$ cat src/rtl/out_port_gpio_if.sv
// Bus bundle for out_port_gpio: the write operand and mode in one direction,
// the pin drive, read-back and busy status in the other.
interface out_port_gpio_if #(
  parameter int WIDTH = 8
);
  logic [WIDTH-1:0] write_data;
  logic             write_enable;
  logic [2:0]       mode;
  logic [WIDTH-1:0] out_lines;
  logic [WIDTH-1:0] read_data;
  logic             busy;

  modport master (
    output write_data, write_enable, mode,
    input  out_lines, read_data, busy
  );

  modport slave (
    input  write_data, write_enable, mode,
    output out_lines, read_data, busy
  );
endinterface

$ cat src/rtl/out_port_gpio.sv
// Output port with a data register plus set/clear/toggle writes and a
// retriggerable fixed-length pulse overlay on selected lines.
module out_port_gpio #(
  parameter int WIDTH   = 8,
  parameter int PULSE_W = 8
) (
  input  logic            clk,
  input  logic            reset,
  out_port_gpio_if.slave  bus
);

  typedef enum logic [2:0] {
    MODE_WRITE    = 3'b000,
    MODE_SET      = 3'b001,
    MODE_CLEAR    = 3'b010,
    MODE_TOGGLE   = 3'b011,
    MODE_LOAD_LEN = 3'b100,
    MODE_FIRE     = 3'b101
  } mode_t;

  typedef enum logic {
    IDLE    = 1'b0,
    PULSING = 1'b1
  } state_t;

  logic [WIDTH-1:0]   r_data_reg;
  logic [WIDTH-1:0]   r_pulse_mask;
  logic [PULSE_W-1:0] r_pulse_len;
  logic [PULSE_W-1:0] r_count;
  state_t             r_state;

  logic [WIDTH-1:0]   w_data;
  logic [WIDTH-1:0]   w_mask;
  logic [PULSE_W-1:0] w_len;
  logic [PULSE_W-1:0] w_count;
  state_t             w_state;
  logic [PULSE_W-1:0] w_len_op;
  logic               w_fire;

  // Pulse length comes from the low bits of the operand, zero-extended on narrow ports.
  generate
    if (WIDTH >= PULSE_W) begin : g_len_trunc
      assign w_len_op = bus.write_data[PULSE_W-1:0];
    end else begin : g_len_ext
      assign w_len_op = {{(PULSE_W-WIDTH){1'b0}}, bus.write_data};
    end
  endgenerate

  assign w_fire = bus.write_enable && (bus.mode == MODE_FIRE) &&
                  (r_pulse_len != '0) && (bus.write_data != '0);

  // NOTE: every next-state variable gets a default first so no path infers a latch.
  always_comb begin
    w_data  = r_data_reg;
    w_mask  = r_pulse_mask;
    w_len   = r_pulse_len;
    w_count = r_count;
    w_state = r_state;

    if (r_state == PULSING && !w_fire) begin
      if (r_count <= PULSE_W'(1)) begin
        w_mask  = '0;
        w_count = '0;
        w_state = IDLE;
      end else begin
        w_count = r_count - PULSE_W'(1);
      end
    end

    if (bus.write_enable) begin
      case (bus.mode)
        MODE_WRITE:    w_data = bus.write_data;
        MODE_SET:      w_data = r_data_reg | bus.write_data;
        MODE_TOGGLE:   w_data = r_data_reg ^ bus.write_data;
        MODE_LOAD_LEN: w_len  = w_len_op;
        MODE_CLEAR: begin
          w_data = r_data_reg & ~bus.write_data;
          w_mask = w_mask & ~bus.write_data;
          if (w_mask == '0) begin
            w_count = '0;
            w_state = IDLE;
          end
        end
        MODE_FIRE: begin
          if (w_fire) begin
            w_mask  = r_pulse_mask | bus.write_data;
            w_count = r_pulse_len;
            w_state = PULSING;
          end
        end
        default: ;
      endcase
    end
  end

  // NOTE: sequential state uses non-blocking assignments so all registers see pre-edge values.
  always_ff @(posedge clk or posedge reset) begin
    if (reset) begin
      r_data_reg   <= '0;
      r_pulse_mask <= '0;
      r_pulse_len  <= '0;
      r_count      <= '0;
      r_state      <= IDLE;
    end else begin
      r_data_reg   <= w_data;
      r_pulse_mask <= w_mask;
      r_pulse_len  <= w_len;
      r_count      <= w_count;
      r_state      <= w_state;
    end
  end

  assign bus.out_lines = r_data_reg | r_pulse_mask;
  assign bus.read_data = r_data_reg;
  assign bus.busy      = (r_state == PULSING);

endmodule

$ cat src/flat_wrapper.sv
// flat-port wrapper written by rule: the top's interface ports become plain ports
module out_port_gpio_flat 
#(
  parameter int WIDTH   = 8,
  parameter int PULSE_W = 8
)
  (clk, reset, bus_write_data, bus_write_enable, bus_mode, bus_out_lines, bus_read_data, bus_busy);
  out_port_gpio_if #(.WIDTH(WIDTH)) bus_i ();
  input  logic clk;
  input  logic reset;
  input wire logic [$bits(bus_i.write_data)-1:0] bus_write_data;
  input wire logic [$bits(bus_i.write_enable)-1:0] bus_write_enable;
  input wire logic [$bits(bus_i.mode)-1:0] bus_mode;
  output wire logic [$bits(bus_i.out_lines)-1:0] bus_out_lines;
  output wire logic [$bits(bus_i.read_data)-1:0] bus_read_data;
  output wire logic [$bits(bus_i.busy)-1:0] bus_busy;
  assign bus_i.write_data = bus_write_data;
  assign bus_i.write_enable = bus_write_enable;
  assign bus_i.mode = bus_mode;
  assign bus_out_lines = bus_i.out_lines;
  assign bus_read_data = bus_i.read_data;
  assign bus_busy = bus_i.busy;
  out_port_gpio #(.WIDTH(WIDTH), .PULSE_W(PULSE_W)) u_core (.clk(clk), .reset(reset), .bus(bus_i));
endmodule
$ cat config.mk
export PLATFORM = sky130hd
export DESIGN_NAME = out_port_gpio_flat
export DESIGN_NICKNAME = d
export VERILOG_FILES = /design/src/rtl/out_port_gpio_if.sv /design/src/rtl/out_port_gpio.sv /design/src/flat_wrapper.sv
export SDC_FILE = /design/constraint.sdc
export NUM_CORES = 1
export LEC_CHECK = 0
export BUFFER_PORTS_ARGS = -buffer_cell sky130_fd_sc_hd__buf_2
export CAP_MARGIN = 20
export CORE_UTILIZATION = 30
export CTS_CLUSTER_DIAMETER = 60
export DETAILED_ROUTE_END_ITERATION = 10
export GPL_TIMING_DRIVEN = 0
export SYNTH_ARGS = -nofsm -noshare
export SYNTH_HDL_FRONTEND = slang
export SYNTH_SLANG_ARGS = --single-unit
$ cat constraint.sdc
create_clock -name clk -period 2.3 [get_ports clk]
set_input_delay 0.23 -clock clk [delete_from_list [all_inputs] [get_ports clk]]
set_output_delay 0.23 -clock clk [all_outputs]
set_load 0.01 [all_outputs]
==> impl_metrics.prom, run 1 <==
# TYPE chip_impl_metric gauge
chip_impl_info{name="status",value="finished, final reports clean"} 1
chip_impl_metric{name="areaGrowthSynthToFinish",unit="%"} 18.79
chip_impl_metric{name="num_antenna_cells",unit=""} 0
chip_impl_metric{name="place_hpwl",unit="mm"} 4.341
chip_impl_metric{name="power.leakage",unit="nW"} 1.239
chip_impl_metric{name="antenna_violating_nets_post_route",unit=""} 0
chip_impl_metric{name="cts-root-to-sink-buffers",unit=""} 2
chip_impl_metric{name="synth_nets",unit=""} 271
chip_impl_metric{name="drt_pre_antenna_iters",unit=""} 5
chip_impl_metric{name="power-per-cell-area",unit="mW/mm^2"} 943.1
chip_impl_metric{name="hold_slack",unit="ps"} 224.2
chip_impl_metric{name="worstSkewPairLatency",unit="ps"} 290
chip_impl_metric{name="finalSetupViolations",unit=""} 0
chip_impl_metric{name="maxSlewHeadroom",unit="%"} 52.82
chip_impl_metric{name="synth.avg_cell_area",unit="um^2"} 9.779
chip_impl_metric{name="summed_area_of_non_filler_cells_in_the_final_layout",unit="mm^2"} 0.002776
chip_impl_metric{name="post_cts_buffers",unit=""} 0
chip_impl_info{name="setup_repair_after_global_routing_missed_its_margin",value="no"} 1
chip_impl_metric{name="die-area",unit="mm^2"} 0.008148
chip_impl_metric{name="dr_total_vias",unit=""} 1963
chip_impl_info{name="layout_common_cells",value="33 x sky130_fd_sc_hd__dfrtp_1, 32 x sky130_fd_sc_hd__buf_2, 28 x sky130_fd_sc_hd__inv_1"} 1
chip_impl_metric{name="layout_nets",unit=""} 310
chip_impl_metric{name="boundaryPins",unit=""} 31
chip_impl_metric{name="finalCritPeriodShare",unit="%"} 94.63
chip_impl_metric{name="async_reset_ff_share",unit="%"} 100.0
chip_impl_metric{name="synth_enable_flop_cells",unit=""} 0
chip_impl_metric{name="routed_via_density",unit=""} 5.193
chip_impl_metric{name="crit_fanout",unit=""} 10
chip_impl_metric{name="timing.final.max_slew_violations",unit=""} 0
chip_impl_info{name="final_common_cell",value="sky130_fd_sc_hd__dfrtp_1"} 1
chip_impl_metric{name="netlist_instances",unit=""} 239
chip_impl_metric{name="finalHoldViolations",unit=""} 0
chip_impl_metric{name="place_area",unit="mm^2"} 0.002639
chip_impl_metric{name="post-place-ws",unit="ps"} 124.5
chip_impl_metric{name="layout-drive-gt1-share",unit="%"} 26.52
chip_impl_info{name="crit_type",value="flop to flop"} 1
chip_impl_metric{name="yosysSeqAreaShare",unit="%"} 35.33
chip_impl_metric{name="worst_ep_required_time",unit="ps"} 2450
chip_impl_metric{name="detail_route.drc_violations",unit=""} 0
chip_impl_metric{name="die_x",unit="um"} 90.27
chip_impl_metric{name="grt_pass1_vias",unit=""} 1851
chip_impl_metric{name="design_power_total",unit="mW"} 2.618
chip_impl_metric{name="finClkSkew",unit="ps"} 11.26
chip_impl_metric{name="layout.core_utilization",unit="%"} 37.48
chip_impl_metric{name="max-vdd-ir-drop",unit="mV"} 0.2797
chip_impl_metric{name="synthesis.area",unit="mm^2"} 0.002337
chip_impl_metric{name="placeableCoreArea",unit="mm^2"} 0.007408
chip_impl_metric{name="floorplan.initialDensity",unit="%"} 31.55
chip_impl_info{name="hold_path.class",value="primary input to flop"} 1
chip_impl_metric{name="grt_pass1_wl",unit="mm"} 9.597
chip_impl_metric{name="arrival",unit="ps"} 2330
chip_impl_metric{name="fin_tns_setup",unit="ps"} 0
chip_impl_metric{name="global_route.usage.total",unit="%"} 14.99
chip_impl_metric{name="layout_min_cycle_time",unit="ps"} 2176
chip_impl_metric{name="cts_made_buffers",unit=""} 5
chip_impl_metric{name="antenna_found_initial",unit=""} 0
chip_impl_metric{name="buffer_ports.inserted",unit=""} 30
chip_impl_metric{name="global_route.overflow_total",unit=""} 0
chip_impl_metric{name="placed_cells_incl_taps",unit=""} 369
chip_impl_metric{name="cts.sink_count",unit=""} 33
chip_impl_metric{name="finalWirelength",unit="mm"} 5.812
chip_impl_info{name="cts_tree",value="yes"} 1
chip_impl_info{name="setup.worst_path.start_class",value="flop"} 1
chip_impl_metric{name="die_h",unit="um"} 90.27
chip_impl_info{name="cts.root.buffer_cell",value="sky130_fd_sc_hd__clkbuf_8"} 1
chip_impl_metric{name="drt-initial-drc-count",unit=""} 147
chip_impl_metric{name="rows",unit=""} 31
chip_impl_metric{name="route.detailed.wl_per_inst",unit="um"} 15.38
chip_impl_metric{name="synthDistinctLibCells",unit=""} 52
chip_impl_metric{name="cts_max_level",unit=""} 2
chip_impl_metric{name="clk_pin_slew_worst_paths",unit="ps"} 80
chip_impl_metric{name="max_cap_violations",unit=""} 0
chip_impl_info{name="dominantRegCellSynth",value="sky130_fd_sc_hd__dfrtp_1"} 1
chip_impl_metric{name="place_congestion",unit=""} 0.8622
chip_impl_metric{name="grt_max_degree",unit=""} 23
chip_impl_metric{name="yosys_warnings",unit=""} 0
chip_impl_metric{name="ys_seq_elements",unit=""} 33
chip_impl_metric{name="worst_max_slew_pin_slew",unit="ps"} 707.7
chip_impl_metric{name="finish.cell_count_without_fillers",unit=""} 378
chip_impl_info{name="setup.worst_path.end_class",value="flop"} 1
chip_impl_metric{name="worst_slack",unit="ps"} 123.5
chip_impl_metric{name="fmax",unit="MHz"} 459.5
==> worst max-delay path: stages (launching register included) <==
cell and delay, ps:
sky130_fd_sc_hd__dfrtp_1 420, sky130_fd_sc_hd__or4_1 630, sky130_fd_sc_hd__nor4_4 290, sky130_fd_sc_hd__o211ai_2 210, sky130_fd_sc_hd__buf_2 240, sky130_fd_sc_hd__a22oi_1 140, sky130_fd_sc_hd__o21ai_0 100
==> kinds of logic after synthesis <==
logic type	synth area share [%]
AOI/OAI and AO/OA	19.81
xor gates and xnor gates	0.7496
adders and majority gates	9.636
buffers and inverters	6.370
DFF	35.33
muxes	12.42
and+or+nand+nor	15.69
==> path summary, 6_finish.rpt <==
path | slack (ps) | to | from | cells after the start
setup / recovery | 120 | u_core.r_pulse_mask[5] | u_core.r_count[5] | 6
hold / removal | 220 | u_core.r_pulse_mask[2] | bus_write_data[2] | 2
setup reg to reg | 120 | u_core.r_pulse_mask[5] | u_core.r_count[5] | 6
hold reg to reg | 500 | u_core.r_count[0] | u_core.r_pulse_len[0] | 2
max in group asynchronous | 1270 | u_core.r_pulse_len[2] | reset | 4
min in group asynchronous | 520 | u_core.bus.busy | reset | 3
==> Yosys cell counts (2+ instances only) <==
library cell | count | area share [%]
sky130_fd_sc_hd__a21oi_1 | 9 | 1.9
sky130_fd_sc_hd__a22o_1 | 7 | 2.6
sky130_fd_sc_hd__a22oi_1 | 9 | 2.9
sky130_fd_sc_hd__a32oi_1 | 2 | 0.75
sky130_fd_sc_hd__buf_1 | 3 | 0.48
sky130_fd_sc_hd__buf_2 | 2 | 0.43
sky130_fd_sc_hd__clkbuf_1 | 3 | 0.48
sky130_fd_sc_hd__dfrtp_1 | 33 | 35
sky130_fd_sc_hd__ha_1 | 18 | 9.6
sky130_fd_sc_hd__inv_1 | 28 | 4.5
sky130_fd_sc_hd__mux2_2 | 8 | 3.9
sky130_fd_sc_hd__mux2i_1 | 2 | 0.86
sky130_fd_sc_hd__mux4_2 | 8 | 7.7
sky130_fd_sc_hd__nand2_1 | 20 | 3.2
sky130_fd_sc_hd__nand3_1 | 6 | 1.3
sky130_fd_sc_hd__nand4b_1 | 2 | 0.75
sky130_fd_sc_hd__nor2_1 | 8 | 1.3
sky130_fd_sc_hd__nor2b_1 | 4 | 1.1
sky130_fd_sc_hd__nor3_1 | 2 | 0.43
sky130_fd_sc_hd__nor4_1 | 4 | 1.1
sky130_fd_sc_hd__o211ai_1 | 2 | 0.64
sky130_fd_sc_hd__o21ai_0 | 17 | 3.6
sky130_fd_sc_hd__o22ai_1 | 2 | 0.54
sky130_fd_sc_hd__o41ai_1 | 3 | 1.1
sky130_fd_sc_hd__or2_2 | 8 | 2.1
sky130_fd_sc_hd__or4_1 | 3 | 0.96
==> metal layers <==
metal	vias up	global-route usage [%]	wire, um
met5	-	0	0
li1	954	-	-
met1	943	20.80	2810
met4	0	5.376	85
met3	5	3.199	292
met2	61	22.96	2623
==> what timing repair did <==
action	in CTS	in global routing
hold buffers	1	0
resized for setup	0	2
setup endpoints to repair	0	7
endpoints found under the hold margin	7	0
==> layout make-up <==
type / instances / area (um^2)
clock buffers: 7 / 86.33
well taps: 99 / 123.9
inverters: 28 / 105.1
plain buffers: 9 / 43.79
clock inverters: 1 / 30.03
repair buffers: 32 / 187.7
fillers: 738 / 4632
flip-flops and latches: 33 / 825.8
multi-input cells: 169 / 1374
==> power breakdown <==
group / switching, mW / internal (mW) / leakage (nW)
Clock: 0.225 / 0.353 / 0.0585
Sequential: 0.210 / 0.771 / 0.415
Combinational: 0.557 / 0.502 / 0.766
==> sequential cells by signal (all words and copies together), names as in the netlist <==
name                  flops
u_core.bus.read_data      8
u_core.bus.busy           1
u_core.r_count            8
u_core.r_pulse_len        8
u_core.r_pulse_mask       8
No activity file was read; power rests on OpenSTA's default activity.
==> run 2, diff against run 1 <==
--- a/config.mk
+++ b/config.mk
@@ -7,10 +7,11 @@
 export LEC_CHECK = 0
 export BUFFER_PORTS_ARGS = -buffer_cell sky130_fd_sc_hd__buf_2
 export CAP_MARGIN = 20
-export CORE_UTILIZATION = 30
+export CORE_UTILIZATION = 62
 export CTS_CLUSTER_DIAMETER = 60
 export DETAILED_ROUTE_END_ITERATION = 10
 export GPL_TIMING_DRIVEN = 0
+export PLACE_DENSITY = 0.85
 export SYNTH_ARGS = -nofsm -noshare
 export SYNTH_HDL_FRONTEND = slang
 export SYNTH_SLANG_ARGS = --single-unit
==> constraint.sdc (replaced) <==
create_clock -name clk -period 2.8 [get_ports clk]
set_input_delay 0.28 -clock clk [delete_from_list [all_inputs] [get_ports clk]]
set_output_delay 0.28 -clock clk [all_outputs]
set_load 0.01 [all_outputs]
==> impl_metrics.prom, run 2 (synthesis gave the netlist of run 1 again) <==
# TYPE chip_impl_metric gauge
chip_impl_info{name="cts.root.buffer_cell",value="sky130_fd_sc_hd__clkbuf_8"} 1
chip_impl_info{name="cts_tree",value="yes"} 1
chip_impl_metric{name="worst_max_slew_pin_slew",unit="ps"} 901.0
chip_impl_metric{name="clk_pin_slew_worst_paths",unit="ps"} 80
chip_impl_metric{name="grt_max_degree",unit=""} 21
chip_impl_metric{name="cts_hold_repair.buffers",unit=""} 0
chip_impl_metric{name="place_congestion",unit=""} 0.9154
chip_impl_metric{name="post_cts_buffers",unit=""} 0
chip_impl_info{name="crit_type",value="flop to flop"} 1
chip_impl_metric{name="timing.final.max_slew_violations",unit=""} 0
chip_impl_metric{name="die_x",unit="um"} 63.40
chip_impl_metric{name="placeableCoreArea",unit="mm^2"} 0.003468
chip_impl_metric{name="finalCritPeriodShare",unit="%"} 78.22
chip_impl_info{name="layout_common_cells",value="33 x sky130_fd_sc_hd__dfrtp_1, 32 x sky130_fd_sc_hd__buf_2, 28 x sky130_fd_sc_hd__inv_1"} 1
chip_impl_metric{name="peak_per_stage_delay_on_the_critical_path",unit="ps"} 570
chip_impl_metric{name="crit_fanout",unit=""} 10
chip_impl_metric{name="fin_tns_setup",unit="ps"} 0
chip_impl_metric{name="dr_total_vias",unit=""} 2085
chip_impl_metric{name="layout.core_utilization",unit="%"} 76.30
chip_impl_metric{name="worst_slack",unit="ps"} 609.8
chip_impl_metric{name="antenna_found_initial",unit=""} 0
chip_impl_metric{name="arrival",unit="ps"} 2340
chip_impl_metric{name="global_route.usage.total",unit="%"} 31.37
chip_impl_info{name="setup.worst_path.start_class",value="flop"} 1
chip_impl_metric{name="worstSkewPairLatency",unit="ps"} 290
chip_impl_info{name="status",value="finished, final reports clean"} 1
chip_impl_metric{name="cts-root-to-sink-buffers",unit=""} 2
chip_impl_metric{name="route.detailed.wl_per_inst",unit="um"} 17.49
chip_impl_metric{name="finalWirelength",unit="mm"} 5.667
chip_impl_metric{name="rows",unit=""} 21
chip_impl_metric{name="boundaryPins",unit=""} 31
chip_impl_metric{name="cts_made_buffers",unit=""} 5
chip_impl_metric{name="layout_nets",unit=""} 309
chip_impl_metric{name="worst_ep_required_time",unit="ps"} 2950
chip_impl_metric{name="finalSetupViolations",unit=""} 0
chip_impl_metric{name="cts_max_level",unit=""} 2
chip_impl_metric{name="buffer_ports.inserted",unit=""} 30
chip_impl_metric{name="die-area",unit="mm^2"} 0.004020
chip_impl_metric{name="post_cts.resized_instances",unit=""} 0
chip_impl_info{name="worst_path_max_delay_cell",value="sky130_fd_sc_hd__or4_1"} 1
chip_impl_metric{name="fmax",unit="MHz"} 456.6
chip_impl_metric{name="areaGrowthSynthToFinish",unit="%"} 13.22
chip_impl_metric{name="maxSlewHeadroom",unit="%"} 39.87
chip_impl_info{name="path_cells",value="or4_1 > nor4_2 > o211ai_2 > buf_2 > a22oi_1 > a21oi_1"} 1
chip_impl_info{name="setup_repair_after_global_routing_missed_its_margin",value="no"} 1
chip_impl_metric{name="die_h",unit="um"} 63.40
chip_impl_info{name="setup.worst_path.end_class",value="flop"} 1
chip_impl_metric{name="global_route.overflow_total",unit=""} 0
chip_impl_metric{name="power.leakage",unit="nW"} 1.215
chip_impl_metric{name="grt_pass1_wl",unit="mm"} 9.639
chip_impl_metric{name="max-vdd-ir-drop",unit="mV"} 0.4792
chip_impl_metric{name="antenna_violating_nets_post_route",unit=""} 0
chip_impl_metric{name="floorplan.initialDensity",unit="%"} 67.39
chip_impl_metric{name="place_hpwl",unit="mm"} 4.146
chip_impl_metric{name="place_area",unit="mm^2"} 0.002560
chip_impl_metric{name="drt_pre_antenna_iters",unit=""} 5
chip_impl_metric{name="routed_via_density",unit=""} 6.435
chip_impl_metric{name="grt_pass1_vias",unit=""} 1981
chip_impl_metric{name="finalHoldViolations",unit=""} 0
chip_impl_metric{name="post-place-ws",unit="ps"} 663.3
chip_impl_metric{name="drt-initial-drc-count",unit=""} 235
chip_impl_metric{name="finClkSkew",unit="ps"} 9.720
chip_impl_metric{name="layout-drive-gt1-share",unit="%"} 26.62
chip_impl_metric{name="num_antenna_cells",unit=""} 0
chip_impl_info{name="hold_path.class",value="primary input to async pin"} 1
chip_impl_metric{name="max_cap_violations",unit=""} 0
chip_impl_metric{name="detail_route.drc_violations",unit=""} 0
chip_impl_metric{name="cts.sink_count",unit=""} 33
chip_impl_metric{name="power-per-cell-area",unit="mW/mm^2"} 769.0
chip_impl_metric{name="summed_area_of_non_filler_cells_in_the_final_layout",unit="mm^2"} 0.002646
chip_impl_info{name="final_common_cell",value="sky130_fd_sc_hd__dfrtp_1"} 1
chip_impl_metric{name="layout_min_cycle_time",unit="ps"} 2190
-- run 2: cell count changes in the layout (fill, tap and decap cells not counted) --
cell and delta:
sky130_fd_sc_hd__clkinvlp_4 +1, sky130_fd_sc_hd__nor2_2 -1, sky130_fd_sc_hd__dlygate4sd3_1 -1, sky130_fd_sc_hd__clkbuf_1 -1, sky130_fd_sc_hd__nor4_2 +1, sky130_fd_sc_hd__buf_16 -1
sky130_fd_sc_hd__nor4_4 -1, sky130_fd_sc_hd__bufinv_16 -1, sky130_fd_sc_hd__nor2_1 +1, sky130_fd_sc_hd__clkinv_2 +2, sky130_fd_sc_hd__buf_8 +1, sky130_fd_sc_hd__clkbuf_8 -1
-- run 2: where the power goes --
| group | switching [mW] | total [mW] | leakage [nW] | internal, mW |
|---|---|---|---|---|
| sequential | 0.169 | 0.802 | 0.415 | 0.634 |
| clock | 0.189 | 0.361 | 0.0439 | 0.172 |
| combinational | 0.466 | 0.872 | 0.755 | 0.406 |
-- run 2: final timing paths --
check | slack [ps] | cells after the start | endpoint | from
max reg2reg | 610 | 6 | u_core.r_pulse_mask[1] | u_core.r_count[2]
min in group clk | 270 | 2 | u_core.r_pulse_mask[4] | bus_write_data[4]
max | 610 | 6 | u_core.r_pulse_mask[1] | u_core.r_count[2]
min reg2reg | 520 | 2 | u_core.r_count[0] | u_core.r_pulse_len[0]
min | 170 | 2 | u_core.bus.read_data[0] | reset
max in group asynchronous | 2020 | 3 | u_core.r_count[7] | reset
-- run 2: layout make-up --
| type | count | area (um^2) |
|---|---|---|
| buffer | 9 | 43.79 |
| clock buffer | 5 | 68.82 |
| clock inverter | 3 | 17.52 |
| fill | 284 | 822.0 |
| inverter | 28 | 105.1 |
| multi-input combinational | 169 | 1363 |
| sequential | 33 | 825.8 |
| tap | 46 | 57.56 |
| timing repair buffer | 31 | 165.2 |
-- run 2: per-layer routing --
metal | track usage, % | wire length, um
met4 | 12.22 | 69
met2 | 48.54 | 2721
met5 | 0 | 0
met1 | 42.93 | 2449
met3 | 6.703 | 428
-- run 2: critical path, delay by kind of cell (launching register included) --
kind,cells,cell delay [ps]
AND/OR/NAND/NOR,2,910
flip-flops,1,450
AO/OA/AOI/OAI,3,440
buffers and inverters,1,230
-- run 2: through the flow --
step / power, mW / std cells / hold WS (ps)
after floorplan: 1.395 / 239 / 366.7
after global placement: 1.621 / 315 / 500.3
after detailed placement: 1.655 / 316 / 497.3
after CTS: 2.015 / 324 / 192.0
after global routing: 2.169 / 324 / 221.7
final: 2.035 / 324 / 171.4
